$ cat config.mk
export PLATFORM = sky130hd
export DESIGN_NAME = ysyx_25020037_axi_arbiter_flat
export DESIGN_NICKNAME = d
export VERILOG_FILES = /design/src/rtl/ysyx_25020037_axi_arbiter_if.sv /design/src/rtl/ysyx_25020037_axi_arbiter.sv /design/src/flat_wrapper.sv
export SDC_FILE = /design/constraint.sdc
export NUM_CORES = 1
export LEC_CHECK = 0
export ABC_AREA = 1
export CAP_MARGIN = 20
export CORE_AREA = 2 2 221 223
export CTS_CLUSTER_SIZE = 30
export DETAILED_ROUTE_END_ITERATION = 6
export DIE_AREA = 0 0 223 225
export RECOVER_POWER = 50
export SETUP_SLACK_MARGIN = 0.3
export SYNTH_ARGS = -nofsm -noshare
export SYNTH_HDL_FRONTEND = slang
export SYNTH_SLANG_ARGS = --single-unit
$ cat constraint.sdc
create_clock -name clk -period 1.5 [get_ports clk]
set_input_delay 0.3 -clock clk [delete_from_list [all_inputs] [get_ports clk]]
set_output_delay 0.3 -clock clk [all_outputs]
set_load 0.05 [all_outputs]
$ cat src/rtl/ysyx_25020037_axi_arbiter_if.sv
// AXI4 bundle (AR, R, AW, W, B) used on every arbiter port.
// Ports (modports):
//   master : drives AR/AW/W requests, R/B readies; receives readies and responses.
//   slave  : receives requests; drives AR/AW/W readies and R/B responses.
interface ysyx_25020037_axi_arbiter_if;
   localparam int unsigned ADDR_W = 32;
   localparam int unsigned DATA_W = 32;
   localparam int unsigned ID_W   = 4;
   localparam int unsigned LEN_W  = 8;
   localparam int unsigned STRB_W = DATA_W / 8;

   logic              arvalid;
   logic [ADDR_W-1:0] araddr;
   logic [ID_W-1:0]   arid;
   logic [LEN_W-1:0]  arlen;
   logic [2:0]        arsize;
   logic [1:0]        arburst;
   logic              arready;

   logic              rvalid;
   logic [1:0]        rresp;
   logic [DATA_W-1:0] rdata;
   logic              rlast;
   logic [ID_W-1:0]   rid;
   logic              rready;

   logic              awvalid;
   logic [ADDR_W-1:0] awaddr;
   logic [ID_W-1:0]   awid;
   logic [LEN_W-1:0]  awlen;
   logic [2:0]        awsize;
   logic [1:0]        awburst;
   logic              awready;

   logic              wvalid;
   logic [DATA_W-1:0] wdata;
   logic [STRB_W-1:0] wstrb;
   logic              wlast;
   logic              wready;

   logic              bvalid;
   logic [1:0]        bresp;
   logic [ID_W-1:0]   bid;
   logic              bready;

   modport master (
      output arvalid, araddr, arid, arlen, arsize, arburst,
      input  arready,
      input  rvalid, rresp, rdata, rlast, rid,
      output rready,
      output awvalid, awaddr, awid, awlen, awsize, awburst,
      input  awready,
      output wvalid, wdata, wstrb, wlast,
      input  wready,
      input  bvalid, bresp, bid,
      output bready
   );

   modport slave (
      input  arvalid, araddr, arid, arlen, arsize, arburst,
      output arready,
      output rvalid, rresp, rdata, rlast, rid,
      input  rready,
      input  awvalid, awaddr, awid, awlen, awsize, awburst,
      output awready,
      input  wvalid, wdata, wstrb, wlast,
      output wready,
      output bvalid, bresp, bid,
      input  bready
   );
endinterface

$ cat src/rtl/ysyx_25020037_axi_arbiter.sv
// Two-master / one-slave AXI4 arbiter: IFU (m0, read only) and LSU (m1, read
// and write) share one memory port. One whole transaction is granted at a time
// and the grant is held until its last response handshake.
// Ports:
//   clk, rst  : clock, synchronous active-high reset
//   m0        : IFU side (slave modport; AW/W/B unused and tied off)
//   m1        : LSU side (slave modport)
//   s         : crossbar side (master modport)
//   arb_grant : owner, 00 none / 01 IFU read / 10 LSU read / 11 LSU write
// Optional feature: define YSYX_25020037_ARB_RR_EN for round-robin between the
// two read masters; otherwise the LSU read always beats the IFU read.
module ysyx_25020037_axi_arbiter (
   input  logic                               clk,
   input  logic                               rst,
   ysyx_25020037_axi_arbiter_if.slave         m0,
   ysyx_25020037_axi_arbiter_if.slave         m1,
   ysyx_25020037_axi_arbiter_if.master        s,
   output logic [1:0]                         arb_grant
);

   typedef enum logic [1:0] {
      IDLE  = 2'b00,
      RD_M0 = 2'b01,
      RD_M1 = 2'b10,
      WR_M1 = 2'b11
   } state_t;

   state_t state;
   logic   rd_pick_m1;

`ifdef YSYX_25020037_ARB_RR_EN
   // Last read owner: 0 IFU, 1 LSU.
   logic   last_rd;

   // On contention the master that did not read last wins.
   assign rd_pick_m1 = m1.arvalid && (!m0.arvalid || !last_rd);
`else
   assign rd_pick_m1 = m1.arvalid;
`endif

   // Grant FSM: arbitrate in IDLE, hold until the final R beat or the B response.
   always_ff @(posedge clk) begin
      if (rst) begin
         state <= IDLE;
`ifdef YSYX_25020037_ARB_RR_EN
         last_rd <= 1'b0;
`endif
      end else begin
         case (state)
            IDLE: begin
               if (m1.awvalid) begin
                  state <= WR_M1;
               end else if (rd_pick_m1) begin
                  state <= RD_M1;
`ifdef YSYX_25020037_ARB_RR_EN
                  last_rd <= 1'b1;
`endif
               end else if (m0.arvalid) begin
                  state <= RD_M0;
`ifdef YSYX_25020037_ARB_RR_EN
                  last_rd <= 1'b0;
`endif
               end
            end
            RD_M0, RD_M1: begin
               if (s.rvalid && s.rready && s.rlast) state <= IDLE;
            end
            WR_M1: begin
               if (s.bvalid && s.bready) state <= IDLE;
            end
            default: state <= IDLE;
         endcase
      end
   end

   assign arb_grant = state;

   // Channel mux: everything is zero unless the state connects it.
   always_comb begin
      s.arvalid  = 1'b0;
      s.araddr   = '0;
      s.arid     = '0;
      s.arlen    = '0;
      s.arsize   = '0;
      s.arburst  = '0;
      s.rready   = 1'b0;
      s.awvalid  = 1'b0;
      s.awaddr   = '0;
      s.awid     = '0;
      s.awlen    = '0;
      s.awsize   = '0;
      s.awburst  = '0;
      s.wvalid   = 1'b0;
      s.wdata    = '0;
      s.wstrb    = '0;
      s.wlast    = 1'b0;
      s.bready   = 1'b0;

      m0.arready = 1'b0;
      m0.rvalid  = 1'b0;
      m0.rresp   = '0;
      m0.rdata   = '0;
      m0.rlast   = 1'b0;
      m0.rid     = '0;
      m0.awready = 1'b0;
      m0.wready  = 1'b0;
      m0.bvalid  = 1'b0;
      m0.bresp   = '0;
      m0.bid     = '0;

      m1.arready = 1'b0;
      m1.rvalid  = 1'b0;
      m1.rresp   = '0;
      m1.rdata   = '0;
      m1.rlast   = 1'b0;
      m1.rid     = '0;
      m1.awready = 1'b0;
      m1.wready  = 1'b0;
      m1.bvalid  = 1'b0;
      m1.bresp   = '0;
      m1.bid     = '0;

      case (state)
         RD_M0: begin
            s.arvalid  = m0.arvalid;
            s.araddr   = m0.araddr;
            s.arid     = m0.arid;
            s.arlen    = m0.arlen;
            s.arsize   = m0.arsize;
            s.arburst  = m0.arburst;
            m0.arready = s.arready;
            m0.rvalid  = s.rvalid;
            m0.rresp   = s.rresp;
            m0.rdata   = s.rdata;
            m0.rlast   = s.rlast;
            m0.rid     = s.rid;
            s.rready   = m0.rready;
         end
         RD_M1: begin
            s.arvalid  = m1.arvalid;
            s.araddr   = m1.araddr;
            s.arid     = m1.arid;
            s.arlen    = m1.arlen;
            s.arsize   = m1.arsize;
            s.arburst  = m1.arburst;
            m1.arready = s.arready;
            m1.rvalid  = s.rvalid;
            m1.rresp   = s.rresp;
            m1.rdata   = s.rdata;
            m1.rlast   = s.rlast;
            m1.rid     = s.rid;
            s.rready   = m1.rready;
         end
         WR_M1: begin
            s.awvalid  = m1.awvalid;
            s.awaddr   = m1.awaddr;
            s.awid     = m1.awid;
            s.awlen    = m1.awlen;
            s.awsize   = m1.awsize;
            s.awburst  = m1.awburst;
            m1.awready = s.awready;
            s.wvalid   = m1.wvalid;
            s.wdata    = m1.wdata;
            s.wstrb    = m1.wstrb;
            s.wlast    = m1.wlast;
            m1.wready  = s.wready;
            m1.bvalid  = s.bvalid;
            m1.bresp   = s.bresp;
            m1.bid     = s.bid;
            s.bready   = m1.bready;
         end
         default: ;
      endcase
   end

   // The IFU never writes; its write-side inputs are intentionally ignored.
   logic unused_m0_wr;
   assign unused_m0_wr = ^{m0.awvalid, m0.awaddr, m0.awid, m0.awlen, m0.awsize,
                           m0.awburst, m0.wvalid, m0.wdata, m0.wstrb, m0.wlast,
                           m0.bready};

endmodule

$ cat src/flat_wrapper.sv
// flat-port wrapper written by rule: the top's interface ports become plain ports
module ysyx_25020037_axi_arbiter_flat 
  (clk, rst, arb_grant, m0_arvalid, m0_araddr, m0_arid, m0_arlen, m0_arsize, m0_arburst, m0_arready, m0_rvalid, m0_rresp, m0_rdata, m0_rlast, m0_rid, m0_rready, m0_awvalid, m0_awaddr, m0_awid, m0_awlen, m0_awsize, m0_awburst, m0_awready, m0_wvalid, m0_wdata, m0_wstrb, m0_wlast, m0_wready, m0_bvalid, m0_bresp, m0_bid, m0_bready, m1_arvalid, m1_araddr, m1_arid, m1_arlen, m1_arsize, m1_arburst, m1_arready, m1_rvalid, m1_rresp, m1_rdata, m1_rlast, m1_rid, m1_rready, m1_awvalid, m1_awaddr, m1_awid, m1_awlen, m1_awsize, m1_awburst, m1_awready, m1_wvalid, m1_wdata, m1_wstrb, m1_wlast, m1_wready, m1_bvalid, m1_bresp, m1_bid, m1_bready, s_arvalid, s_araddr, s_arid, s_arlen, s_arsize, s_arburst, s_arready, s_rvalid, s_rresp, s_rdata, s_rlast, s_rid, s_rready, s_awvalid, s_awaddr, s_awid, s_awlen, s_awsize, s_awburst, s_awready, s_wvalid, s_wdata, s_wstrb, s_wlast, s_wready, s_bvalid, s_bresp, s_bid, s_bready);
  ysyx_25020037_axi_arbiter_if m0_i ();
  ysyx_25020037_axi_arbiter_if m1_i ();
  ysyx_25020037_axi_arbiter_if s_i ();
  input  logic clk;
  input  logic rst;
  output logic [1:0] arb_grant;
  input wire logic [$bits(m0_i.arvalid)-1:0] m0_arvalid;
  input wire logic [$bits(m0_i.araddr)-1:0] m0_araddr;
  input wire logic [$bits(m0_i.arid)-1:0] m0_arid;
  input wire logic [$bits(m0_i.arlen)-1:0] m0_arlen;
  input wire logic [$bits(m0_i.arsize)-1:0] m0_arsize;
  input wire logic [$bits(m0_i.arburst)-1:0] m0_arburst;
  output wire logic [$bits(m0_i.arready)-1:0] m0_arready;
  output wire logic [$bits(m0_i.rvalid)-1:0] m0_rvalid;
  output wire logic [$bits(m0_i.rresp)-1:0] m0_rresp;
  output wire logic [$bits(m0_i.rdata)-1:0] m0_rdata;
  output wire logic [$bits(m0_i.rlast)-1:0] m0_rlast;
  output wire logic [$bits(m0_i.rid)-1:0] m0_rid;
  input wire logic [$bits(m0_i.rready)-1:0] m0_rready;
  input wire logic [$bits(m0_i.awvalid)-1:0] m0_awvalid;
  input wire logic [$bits(m0_i.awaddr)-1:0] m0_awaddr;
  input wire logic [$bits(m0_i.awid)-1:0] m0_awid;
  input wire logic [$bits(m0_i.awlen)-1:0] m0_awlen;
  input wire logic [$bits(m0_i.awsize)-1:0] m0_awsize;
  input wire logic [$bits(m0_i.awburst)-1:0] m0_awburst;
  output wire logic [$bits(m0_i.awready)-1:0] m0_awready;
  input wire logic [$bits(m0_i.wvalid)-1:0] m0_wvalid;
  input wire logic [$bits(m0_i.wdata)-1:0] m0_wdata;
  input wire logic [$bits(m0_i.wstrb)-1:0] m0_wstrb;
  input wire logic [$bits(m0_i.wlast)-1:0] m0_wlast;
  output wire logic [$bits(m0_i.wready)-1:0] m0_wready;
  output wire logic [$bits(m0_i.bvalid)-1:0] m0_bvalid;
  output wire logic [$bits(m0_i.bresp)-1:0] m0_bresp;
  output wire logic [$bits(m0_i.bid)-1:0] m0_bid;
  input wire logic [$bits(m0_i.bready)-1:0] m0_bready;
  input wire logic [$bits(m1_i.arvalid)-1:0] m1_arvalid;
  input wire logic [$bits(m1_i.araddr)-1:0] m1_araddr;
  input wire logic [$bits(m1_i.arid)-1:0] m1_arid;
  input wire logic [$bits(m1_i.arlen)-1:0] m1_arlen;
  input wire logic [$bits(m1_i.arsize)-1:0] m1_arsize;
  input wire logic [$bits(m1_i.arburst)-1:0] m1_arburst;
  output wire logic [$bits(m1_i.arready)-1:0] m1_arready;
  output wire logic [$bits(m1_i.rvalid)-1:0] m1_rvalid;
  output wire logic [$bits(m1_i.rresp)-1:0] m1_rresp;
  output wire logic [$bits(m1_i.rdata)-1:0] m1_rdata;
  output wire logic [$bits(m1_i.rlast)-1:0] m1_rlast;
  output wire logic [$bits(m1_i.rid)-1:0] m1_rid;
  input wire logic [$bits(m1_i.rready)-1:0] m1_rready;
  input wire logic [$bits(m1_i.awvalid)-1:0] m1_awvalid;
  input wire logic [$bits(m1_i.awaddr)-1:0] m1_awaddr;
  input wire logic [$bits(m1_i.awid)-1:0] m1_awid;
  input wire logic [$bits(m1_i.awlen)-1:0] m1_awlen;
  input wire logic [$bits(m1_i.awsize)-1:0] m1_awsize;
  input wire logic [$bits(m1_i.awburst)-1:0] m1_awburst;
  output wire logic [$bits(m1_i.awready)-1:0] m1_awready;
  input wire logic [$bits(m1_i.wvalid)-1:0] m1_wvalid;
  input wire logic [$bits(m1_i.wdata)-1:0] m1_wdata;
  input wire logic [$bits(m1_i.wstrb)-1:0] m1_wstrb;
  input wire logic [$bits(m1_i.wlast)-1:0] m1_wlast;
  output wire logic [$bits(m1_i.wready)-1:0] m1_wready;
  output wire logic [$bits(m1_i.bvalid)-1:0] m1_bvalid;
  output wire logic [$bits(m1_i.bresp)-1:0] m1_bresp;
  output wire logic [$bits(m1_i.bid)-1:0] m1_bid;
  input wire logic [$bits(m1_i.bready)-1:0] m1_bready;
  output wire logic [$bits(s_i.arvalid)-1:0] s_arvalid;
  output wire logic [$bits(s_i.araddr)-1:0] s_araddr;
  output wire logic [$bits(s_i.arid)-1:0] s_arid;
  output wire logic [$bits(s_i.arlen)-1:0] s_arlen;
  output wire logic [$bits(s_i.arsize)-1:0] s_arsize;
  output wire logic [$bits(s_i.arburst)-1:0] s_arburst;
  input wire logic [$bits(s_i.arready)-1:0] s_arready;
  input wire logic [$bits(s_i.rvalid)-1:0] s_rvalid;
  input wire logic [$bits(s_i.rresp)-1:0] s_rresp;
  input wire logic [$bits(s_i.rdata)-1:0] s_rdata;
  input wire logic [$bits(s_i.rlast)-1:0] s_rlast;
  input wire logic [$bits(s_i.rid)-1:0] s_rid;
  output wire logic [$bits(s_i.rready)-1:0] s_rready;
  output wire logic [$bits(s_i.awvalid)-1:0] s_awvalid;
  output wire logic [$bits(s_i.awaddr)-1:0] s_awaddr;
  output wire logic [$bits(s_i.awid)-1:0] s_awid;
  output wire logic [$bits(s_i.awlen)-1:0] s_awlen;
  output wire logic [$bits(s_i.awsize)-1:0] s_awsize;
  output wire logic [$bits(s_i.awburst)-1:0] s_awburst;
  input wire logic [$bits(s_i.awready)-1:0] s_awready;
  output wire logic [$bits(s_i.wvalid)-1:0] s_wvalid;
  output wire logic [$bits(s_i.wdata)-1:0] s_wdata;
  output wire logic [$bits(s_i.wstrb)-1:0] s_wstrb;
  output wire logic [$bits(s_i.wlast)-1:0] s_wlast;
  input wire logic [$bits(s_i.wready)-1:0] s_wready;
  input wire logic [$bits(s_i.bvalid)-1:0] s_bvalid;
  input wire logic [$bits(s_i.bresp)-1:0] s_bresp;
  input wire logic [$bits(s_i.bid)-1:0] s_bid;
  output wire logic [$bits(s_i.bready)-1:0] s_bready;
  assign m0_i.arvalid = m0_arvalid;
  assign m0_i.araddr = m0_araddr;
  assign m0_i.arid = m0_arid;
  assign m0_i.arlen = m0_arlen;
  assign m0_i.arsize = m0_arsize;
  assign m0_i.arburst = m0_arburst;
  assign m0_arready = m0_i.arready;
  assign m0_rvalid = m0_i.rvalid;
  assign m0_rresp = m0_i.rresp;
  assign m0_rdata = m0_i.rdata;
  assign m0_rlast = m0_i.rlast;
  assign m0_rid = m0_i.rid;
  assign m0_i.rready = m0_rready;
  assign m0_i.awvalid = m0_awvalid;
  assign m0_i.awaddr = m0_awaddr;
  assign m0_i.awid = m0_awid;
  assign m0_i.awlen = m0_awlen;
  assign m0_i.awsize = m0_awsize;
  assign m0_i.awburst = m0_awburst;
  assign m0_awready = m0_i.awready;
  assign m0_i.wvalid = m0_wvalid;
  assign m0_i.wdata = m0_wdata;
  assign m0_i.wstrb = m0_wstrb;
  assign m0_i.wlast = m0_wlast;
  assign m0_wready = m0_i.wready;
  assign m0_bvalid = m0_i.bvalid;
  assign m0_bresp = m0_i.bresp;
  assign m0_bid = m0_i.bid;
  assign m0_i.bready = m0_bready;
  assign m1_i.arvalid = m1_arvalid;
  assign m1_i.araddr = m1_araddr;
  assign m1_i.arid = m1_arid;
  assign m1_i.arlen = m1_arlen;
  assign m1_i.arsize = m1_arsize;
  assign m1_i.arburst = m1_arburst;
  assign m1_arready = m1_i.arready;
  assign m1_rvalid = m1_i.rvalid;
  assign m1_rresp = m1_i.rresp;
  assign m1_rdata = m1_i.rdata;
  assign m1_rlast = m1_i.rlast;
  assign m1_rid = m1_i.rid;
  assign m1_i.rready = m1_rready;
  assign m1_i.awvalid = m1_awvalid;
  assign m1_i.awaddr = m1_awaddr;
  assign m1_i.awid = m1_awid;
  assign m1_i.awlen = m1_awlen;
  assign m1_i.awsize = m1_awsize;
  assign m1_i.awburst = m1_awburst;
  assign m1_awready = m1_i.awready;
  assign m1_i.wvalid = m1_wvalid;
  assign m1_i.wdata = m1_wdata;
  assign m1_i.wstrb = m1_wstrb;
  assign m1_i.wlast = m1_wlast;
  assign m1_wready = m1_i.wready;
  assign m1_bvalid = m1_i.bvalid;
  assign m1_bresp = m1_i.bresp;
  assign m1_bid = m1_i.bid;
  assign m1_i.bready = m1_bready;
  assign s_arvalid = s_i.arvalid;
  assign s_araddr = s_i.araddr;
  assign s_arid = s_i.arid;
  assign s_arlen = s_i.arlen;
  assign s_arsize = s_i.arsize;
  assign s_arburst = s_i.arburst;
  assign s_i.arready = s_arready;
  assign s_i.rvalid = s_rvalid;
  assign s_i.rresp = s_rresp;
  assign s_i.rdata = s_rdata;
  assign s_i.rlast = s_rlast;
  assign s_i.rid = s_rid;
  assign s_rready = s_i.rready;
  assign s_awvalid = s_i.awvalid;
  assign s_awaddr = s_i.awaddr;
  assign s_awid = s_i.awid;
  assign s_awlen = s_i.awlen;
  assign s_awsize = s_i.awsize;
  assign s_awburst = s_i.awburst;
  assign s_i.awready = s_awready;
  assign s_wvalid = s_i.wvalid;
  assign s_wdata = s_i.wdata;
  assign s_wstrb = s_i.wstrb;
  assign s_wlast = s_i.wlast;
  assign s_i.wready = s_wready;
  assign s_i.bvalid = s_bvalid;
  assign s_i.bresp = s_bresp;
  assign s_i.bid = s_bid;
  assign s_bready = s_i.bready;
  ysyx_25020037_axi_arbiter u_core (.clk(clk), .rst(rst), .m0(m0_i), .m1(m1_i), .s(s_i), .arb_grant(arb_grant));
endmodule
## Word level (Yosys, flattened, before mapping)

Index checks and enable logic that the tools add are counted.

| storage, ports and cells | value |
|---|---|
| register bits | 2 |
| input bits | 332 |
| word-level logic and storage cells | 54 |
| output and inout port bits | 242 |

| cells by class | value |
|---|---|
| equality and inequality tests | 6 |
| reduce and logical (&&, ||, !) cells | 6 |
| mux-type cells | 41 |

Operators with widths:

| kind | count |
|---|---|
| $mux W32 | 4 |
| $pmux W32 S2 | 1 |
| $mux W4 | 5 |
| $mux W2 | 9 |
| $pmux W8 S2 | 1 |
| $mux W1 | 13 |
| $mux W8 | 1 |
| $pmux W4 S2 | 1 |
| $pmux W2 S3 | 1 |
| $pmux W3 S2 | 1 |
| $eq A2 B2 Y1 const B | 2 |
| $ne A2 B1 Y1 const B | 2 |
| $ne A4 B4 Y1 const B | 1 |
| $pmux W1 S2 | 2 |
| $pmux W2 S2 | 1 |
| $logic_and A1 B1 Y1 | 3 |
| $mux W3 | 1 |
| $reduce_and A3 Y1 | 1 |
| $eq A2 B1 Y1 const B | 1 |
| $logic_not A2 Y1 | 1 |
| $reduce_or A2 Y1 | 1 |

## Logic depth before layout (Yosys ltp)

Gate-level depths: netlist (run 1).

| depth | value |
|---|---|
| depth after elaboration | 6 |
| mapped depth | 9 |
| mapped depth without buffers | 9 |

## Worst setup path after synthesis (run 1)

Ideal clock, no wire load.

| path | value |
|---|---|
| path type | flip-flop to output port |
| start | register u_core.state[0] (netlist: u_core.arb_grant[0]) |
| end | output port s_araddr[0] |
| cell stages (with the launch flop) | 6 |
| data arrival time | 2.182 ns |
| setup slack | -0.982 ns |
| required time | 1.200 ns |
| path buffers | 1 |
| cell sequence | dfxtp_1 -> inv_1 -> ha_1 -> inv_2 -> clkbuf_1 -> a21oi_1 |

| on the way | value |
|---|---|
| longest elaborated chain between the ends | 2 |
| elaborated cells on any way between the ends | 3 |
| those cells by class | eq/ne (2); mux (1) |

Ends and longest elaborated chain:

| element | RTL line | source |
|---|---|---|
| from (decl) | ysyx_25020037_axi_arbiter.sv:28 | `state_t state;` |
| from (signal assigned) | ysyx_25020037_axi_arbiter.sv:44 | `state <= IDLE;` |
| from (signal assigned) | ysyx_25020037_axi_arbiter.sv:52 | `state <= WR_M1;` |
| from (signal assigned) | ysyx_25020037_axi_arbiter.sv:54 | `state <= RD_M1;` |
| $eq A2 B2 Y1 or $eq A2 B1 Y1 (tied branches) | ysyx_25020037_axi_arbiter.sv:123 | `case (state)` |
| $pmux W32 S2 (*) | ysyx_25020037_axi_arbiter.sv:123 |  |
| to (decl) | flat_wrapper.sv:69 | `output wire logic [$bits(s_i.araddr)-1:0] s_araddr;` |

Mark *: on every way between the ends. The rest lies on a longest branch, timed or not.

## Final worst setup path (run 1)

| path | value |
|---|---|
| start | register u_core.state[0] (netlist: u_core.arb_grant[0]) |
| end | output port s_araddr[31] |

The elaborated chain is that of the path after synthesis.

==> results of run 1 <==
==> timing repair <==
action,4_1_cts,5_1_grt
setup buffers,20,5
gates cloned,17,10
pin swaps,7,35
setup endpoints to repair,233,235
gates resized for setup,164,193
hold buffers,0,0
==> cells in the final DEF (no fill, tap or decap), types with 26 or more instances in the layout <==
cell type | Yosys | layout
inv_1 | 187 | 48
nand2_1 | 291 | 167
buf_6 | 1 | 62
inv_2 | 1 | 65
nand2_4 | 0 | 81
a21oi_4 | 0 | 51
inv_4 | 0 | 26
nand2_2 | 0 | 42
buf_12 | 0 | 199
clkdlybuf4s50_1 | 0 | 242
clkinvlp_4 | 0 | 48
==> layer usage <==
metal | track usage | share of wire | up-vias
li1 | - | - | 2677
met1 | 0.0943 | 0.36 | 2494
met2 | 0.165 | 0.56 | 240
met3 | 0.0211 | 0.066 | 21
met4 | 0.00888 | 0.010 | 6
met5 | 0 | 0.0016 | -
==> synthesized netlist by cell type <==
cell type  count
nand2_1      291
inv_1        187
a21oi_1       53
buf_2         29
buf_4         10
clkbuf_1       5
ha_1           5
nor2_1         3
dfxtp_1        2
nand3_1        2
a21boi_1       1
buf_6          1
conb_1         1
inv_2          1
nor2_2         1
o21ai_0        1
==> power groups by stage <==
stage | logic [W] | clock network [W] | registers [W]
6_report | 0.0164 | 0.000400 | 0.000143
2_1_floorplan | 0.00770 | 0 | 0.000202
5_1_grt | 0.0170 | 0.000415 | 0.000149
4_1_cts | 0.0155 | 0.000404 | 0.000141
3_3_place_gp | 0.0128 | 0 | 0.000148
3_5_place_dp | 0.0129 | 0 | 0.000151
==> final timing paths <==
| check | slack, ns | endpoint |
|---|---|---|
| max | -0.42 | s_araddr[31] |
| min | 0.57 | u_core.arb_grant[1] |
| max reg2reg | -0.08 | u_core.arb_grant[1] |
| min reg2reg | 0.57 | u_core.arb_grant[1] |
==> worst max-delay path, stage by stage, from the launching register on <==
cell	delay, ns
dfxtp_4	0.40
inv_4	0.06
ha_4	0.33
buf_12	0.13
inv_12	0.04
buf_16	0.14
a21oi_4	0.11
buf_6	0.17
==> per-stage QoR <==
step                cell area, um2  std cells
floorplan                     3760        601
global placement             10900       1680
detailed placement           10900       1680
CTS                          12100       1720
global route                 12900       1735
finish                       12900       1738
==> cell families after synthesis <==
family                   count (synthesis)  synth area share
other                                    1           0.00152
AND/OR/NAND/NOR                        297             0.455
AO/OA/AOI/OAI                           55             0.113
adder cells (fa/ha/maj)                  5            0.0254
flip-flops                               2            0.0163
buffers and inverters                  233             0.389
==> layout make-up <==
class	count	area, um2	area share
clock buffers	3	75.1	0.00583
well taps	615	769	0.0597
flip-flops and latches	2	47.5	0.00369
multi-input cells	366	2860	0.222
inverters	188	963	0.0748
repair inverters	1	16.3	0.00126
diodes	3	7.51	0.000583
repair buffers	560	8150	0.632
==> flow_metrics.env, run 1 <==
export IMPL_clk_pin_slew_ns=0.03
export IMPL_die_width_um=223
export IMPL_skew_ns=0.00336
export IMPL_grt_pass1_wl_mm=32.8
export IMPL_p_clk_frac=0.024
export IMPL_grt_pass1_vias=5408
export IMPL_rr_worst_depth=9
export IMPL_yosysTopAreaCellShare=0.444
export IMPL_cts_tree="yes"
export IMPL_fin_nets=1459
export IMPL_vias=5438
export IMPL_start_util=0.0517
export IMPL_drtAntennaViolNets=0
export IMPL_fp_row_count=80
export IMPL_ys_seq_area_frac=0.0163
export IMPL_rsz0062_at_grt="true"
export IMPL_min_from="u_core.arb_grant[1]"
export IMPL_dp_hpwl_mm=18.3
export IMPL_synthTopCellsByArea="nand2_1, inv_1, a21oi_1"
export IMPL_critical_path_class="reg -> out"
export IMPL_dp_slack_ns=-0.219
export IMPL_largest_register_ffs=2
export IMPL_ys_ff_latch=2
export IMPL_fillers=4908
export IMPL_avgSynthCellArea_um2=4.15
export IMPL_clk_path_buf_depth=2
export IMPL_fin_hold_ws_ns=0.568
export IMPL_drtIter0Drc=109
export IMPL_io_pins=574
export IMPL_start_kind="flop"
export IMPL_p_int_w=0.00798
export IMPL_endpoint_kind="output port"
export IMPL_portBuffers=475
export IMPL_slew_viol_final=0
export IMPL_final_setup_viol_count=233
export IMPL_clkLatencyLatePin_ns=0.22
export IMPL_area_delta_synth_final_pct=424
export IMPL_critPathRequiredTime_ns=1.20
export IMPL_worstSetupStartpoint="u_core.arb_grant[0]"
export IMPL_tns_ns=-79.44
export IMPL_outcome="complete, but fails checks"
export IMPL_hold_viol_final=0
export IMPL_vias_per_cell=3.13
export IMPL_postLayoutCoreUtil=0.271
export IMPL_fmaxAchievable_mhz=520
export IMPL_drc=0
export IMPL_syn_inst=593
export IMPL_cts_root_buf="clkbuf_16"
export IMPL_ys_warn_count=0
export IMPL_numCtsBuffers=3
export IMPL_grt_usage=0.0846
export IMPL_drive_above_1_share=0.576
export IMPL_dieArea_um2=50200
export IMPL_ys_types=16
export IMPL_power_frac_seq=0.008
export IMPL_clkSinkCount=2
export IMPL_grt_overflow_total=0
export IMPL_power_w=0.0169
export IMPL_place_gp_congestion=0.778
export IMPL_routedWlPerCell_um=13.8
export IMPL_grt_max_degree=23
export IMPL_wirelength_mm=23.9
export IMPL_irDropWorstVdd_mv=1.06
export IMPL_path_max_fanout=6
export IMPL_netlist_area_um2=2460
export IMPL_combPwrFrac=0.968
export IMPL_r2r_start="u_core.arb_grant[1]"
export IMPL_grt_antenna_before_repair=6
export IMPL_power_switching_w=0.00893
export IMPL_min_path_cells=2
export IMPL_fin_crit_sh=1.28
export IMPL_die_height_um=225
export IMPL_leakage_nw=5.79
export IMPL_yosys_area_top_type="nand2_1"
export IMPL_coreArea_um2=47500
export IMPL_h_tree_depth=1
export IMPL_powerDensity_nw_per_um2=1310
export IMPL_dr_pass1_iters=4
export IMPL_layout_setup_ws_ns=-0.423
export IMPL_p_sw_frac=0.528
export IMPL_cp_arrival_ns=1.62
export IMPL_finalCriticalPeriod_ns=1.92
export IMPL_maxCapViolCount=0
export IMPL_holdCritPathClass="reg -> reg"
export IMPL_violations="setup timing"
(Power assumes the default switching activity.)
==> run 2: changes to the inputs <==
--- a/config.mk
+++ b/config.mk
@@ -6,7 +6,6 @@
 export NUM_CORES = 1
 export LEC_CHECK = 0
 export ABC_AREA = 1
-export CAP_MARGIN = 20
 export CORE_AREA = 2 2 221 223
 export CTS_CLUSTER_SIZE = 30
 export DETAILED_ROUTE_END_ITERATION = 6
==> results of run 2 <==
Final layout, timing and power as in run 1 (identical DEF).
==> run 3: changes to the inputs <==
--- a/config.mk
+++ b/config.mk
@@ -11,7 +11,8 @@
 export DETAILED_ROUTE_END_ITERATION = 6
 export DIE_AREA = 0 0 223 225
 export RECOVER_POWER = 50
-export SETUP_SLACK_MARGIN = 0.3
+export SETUP_SLACK_MARGIN = 0.1
+export SLEW_MARGIN = 20
 export SYNTH_ARGS = -nofsm -noshare
 export SYNTH_HDL_FRONTEND = slang
 export SYNTH_SLANG_ARGS = --single-unit
==> constraint.sdc (replaced) <==
create_clock -name clk -period 1.5 [get_ports clk]
set_input_delay 0.3 -clock clk [delete_from_list [all_inputs] [get_ports clk]]
set_output_delay 0.3 -clock clk [all_outputs]
set_load 0.1 [all_outputs]
==> run 3 against run 2 <==
Effect of this change: the run still ends with setup timing left; clock skew down 0.00087 ns; sequential share of layout area barely moved; combinational power increased by 27%; critical path depth is the same; final area up 7.5%.
==> flow_metrics.env, run 3 (synthesis gave the netlist of run 1 again) <==
export IMPL_outcome="complete, but fails checks"
export IMPL_violations="setup timing"
export IMPL_fp_row_count=80
export IMPL_cp_common_cell="buf_12"
export IMPL_endpoint_kind="output port"
export IMPL_r2r_start="u_core.arb_grant[1]"
export IMPL_portBuffers=475
export IMPL_grt_overflow_total=0
export IMPL_slowest_stage="dfxtp_4"
export IMPL_drtIter0Drc=64
export IMPL_die_width_um=223
export IMPL_slowest_delay_ns=0.38
export IMPL_slew_viol_final=0
export IMPL_routedWlPerCell_um=14.6
export IMPL_worstSetupStartpoint="u_core.arb_grant[1]"
export IMPL_fin_hold_ws_ns=0.663
export IMPL_grt_pass1_wl_mm=33.5
export IMPL_skew_ns=0.00249
export IMPL_irDropWorstVdd_mv=1.04
export IMPL_fmaxAchievable_mhz=514
export IMPL_grt_pass1_vias=5658
export IMPL_h_tree_depth=1
export IMPL_dr_pass1_iters=4
export IMPL_clk_path_buf_depth=2
export IMPL_tns_ns=-89.45
export IMPL_fin_nets=1443
export IMPL_start_kind="flop"
export IMPL_dp_hpwl_mm=20.5
export IMPL_critPathRequiredTime_ns=1.20
export IMPL_drc=0
export IMPL_clkLatencyLatePin_ns=0.22
export IMPL_powerDensity_nw_per_um2=1550
export IMPL_final_setup_viol_count=233
export IMPL_grt_usage=0.0865
export IMPL_fillers=4878
export IMPL_dieArea_um2=50200
export IMPL_numCtsBuffers=3
export IMPL_grt_antenna_before_repair=5
export IMPL_path_max_fanout=7
export IMPL_dp_slack_ns=-0.265
export IMPL_maxCapViolCount=0
export IMPL_diodes=0
export IMPL_largest_register_ffs=2
export IMPL_leakage_nw=5.22
export IMPL_cts_tree="yes"
export IMPL_critical_path_class="reg -> out"
export IMPL_start_util=0.0517
export IMPL_worstPathCellList="buf_4 > ha_4 > buf_12 > clkbuf_16 > nand2_4 > clkinvlp_4 > buf_12"
export IMPL_clkSinkCount=2
export IMPL_io_pins=574
export IMPL_grt_max_degree=31
export IMPL_rsz0062_at_grt="true"
export IMPL_vias=5463
export IMPL_final_cell_mix="buf_12, clkdlybuf4s50_1, clkinvlp_4"
export IMPL_clk_pin_slew_ns=0.03
export IMPL_min_from="u_core.arb_grant[1]"
export IMPL_mostFrequentLayoutCell="buf_12"
export IMPL_hold_viol_final=0
export IMPL_seq_area_um2=47.5
export IMPL_wirelength_mm=25.1
export IMPL_vias_per_cell=3.18
export IMPL_multi_input_area_um2=3360
export IMPL_cts_root_buf="clkbuf_16"
export IMPL_layout_setup_ws_ns=-0.444
export IMPL_coreArea_um2=47500
export IMPL_cts_hold_buf=0
export IMPL_holdCritPathClass="reg -> reg"
export IMPL_cp_arrival_ns=1.64
export IMPL_area_delta_synth_final_pct=463
export IMPL_drtAntennaViolNets=0
export IMPL_power_w=0.0215
export IMPL_drive_above_1_share=0.655
export IMPL_place_gp_congestion=0.810
export IMPL_fin_crit_sh=1.30
export IMPL_finalCriticalPeriod_ns=1.94
export IMPL_die_height_um=225
[run 3: area by class of cell]
cell class,instances,area share
multi-input cells,366,0.242
flip-flops and latches,2,0.00343
repair buffers,545,0.593
clock buffers,3,0.00542
inverters,188,0.101
well taps,615,0.0556
[run 3: where the power goes]
part           switching, W  internal [W]  leakage, nW  total [W]
clock             0.0000594      0.000339       0.0370   0.000398
combinational        0.0133       0.00765         5.16     0.0209
sequential        0.0000534     0.0000880       0.0178   0.000141
total                0.0134       0.00808         5.22     0.0215
[run 3: per-layer routing]
metal | GRT usage | share of wire
met1 | 0.0914 | 0.36
met2 | 0.168 | 0.52
met3 | 0.0317 | 0.10
met4 | 0.00844 | 0.012
met5 | 0 | 0.0030
[run 3: repair_timing]
action                                  CTS  global route
endpoints found under the setup margin  233           233
pin swaps                                 5            57
cloned                                    5            12
hold endpoints to repair                  0             0
gates resized for setup                  50           156
buffers inserted                          5             9
[run 3: final timing paths]
| path | to | slack [ns] | cells past startpoint |
|---|---|---|---|
| worst max-delay path | s_awaddr[11] | -0.44 | 7 |
| worst min-delay path | u_core.arb_grant[1] | 0.66 | 3 |
| worst max register to register | u_core.arb_grant[1] | -0.10 | 9 |
| worst min register to register | u_core.arb_grant[1] | 0.66 | 3 |
[run 3: through the flow]
step | instances | area, um2 | util
finish | 1719 | 13800 | 0.291
global route | 1719 | 13800 | 0.291
detailed placement | 1685 | 12500 | 0.263
floorplan | 601 | 4700 | -
global placement | 1685 | 12500 | 0.263
CTS | 1698 | 12900 | 0.272
[run 3: worst max-delay path: cells and delay by family (launching register included)]
kind | cells | cell delay, ns
adder cells (fa/ha/maj) | 1 | 0.23
flip-flops | 1 | 0.38
AND/OR/NAND/NOR | 1 | 0.06
buffers and inverters | 5 | 0.72
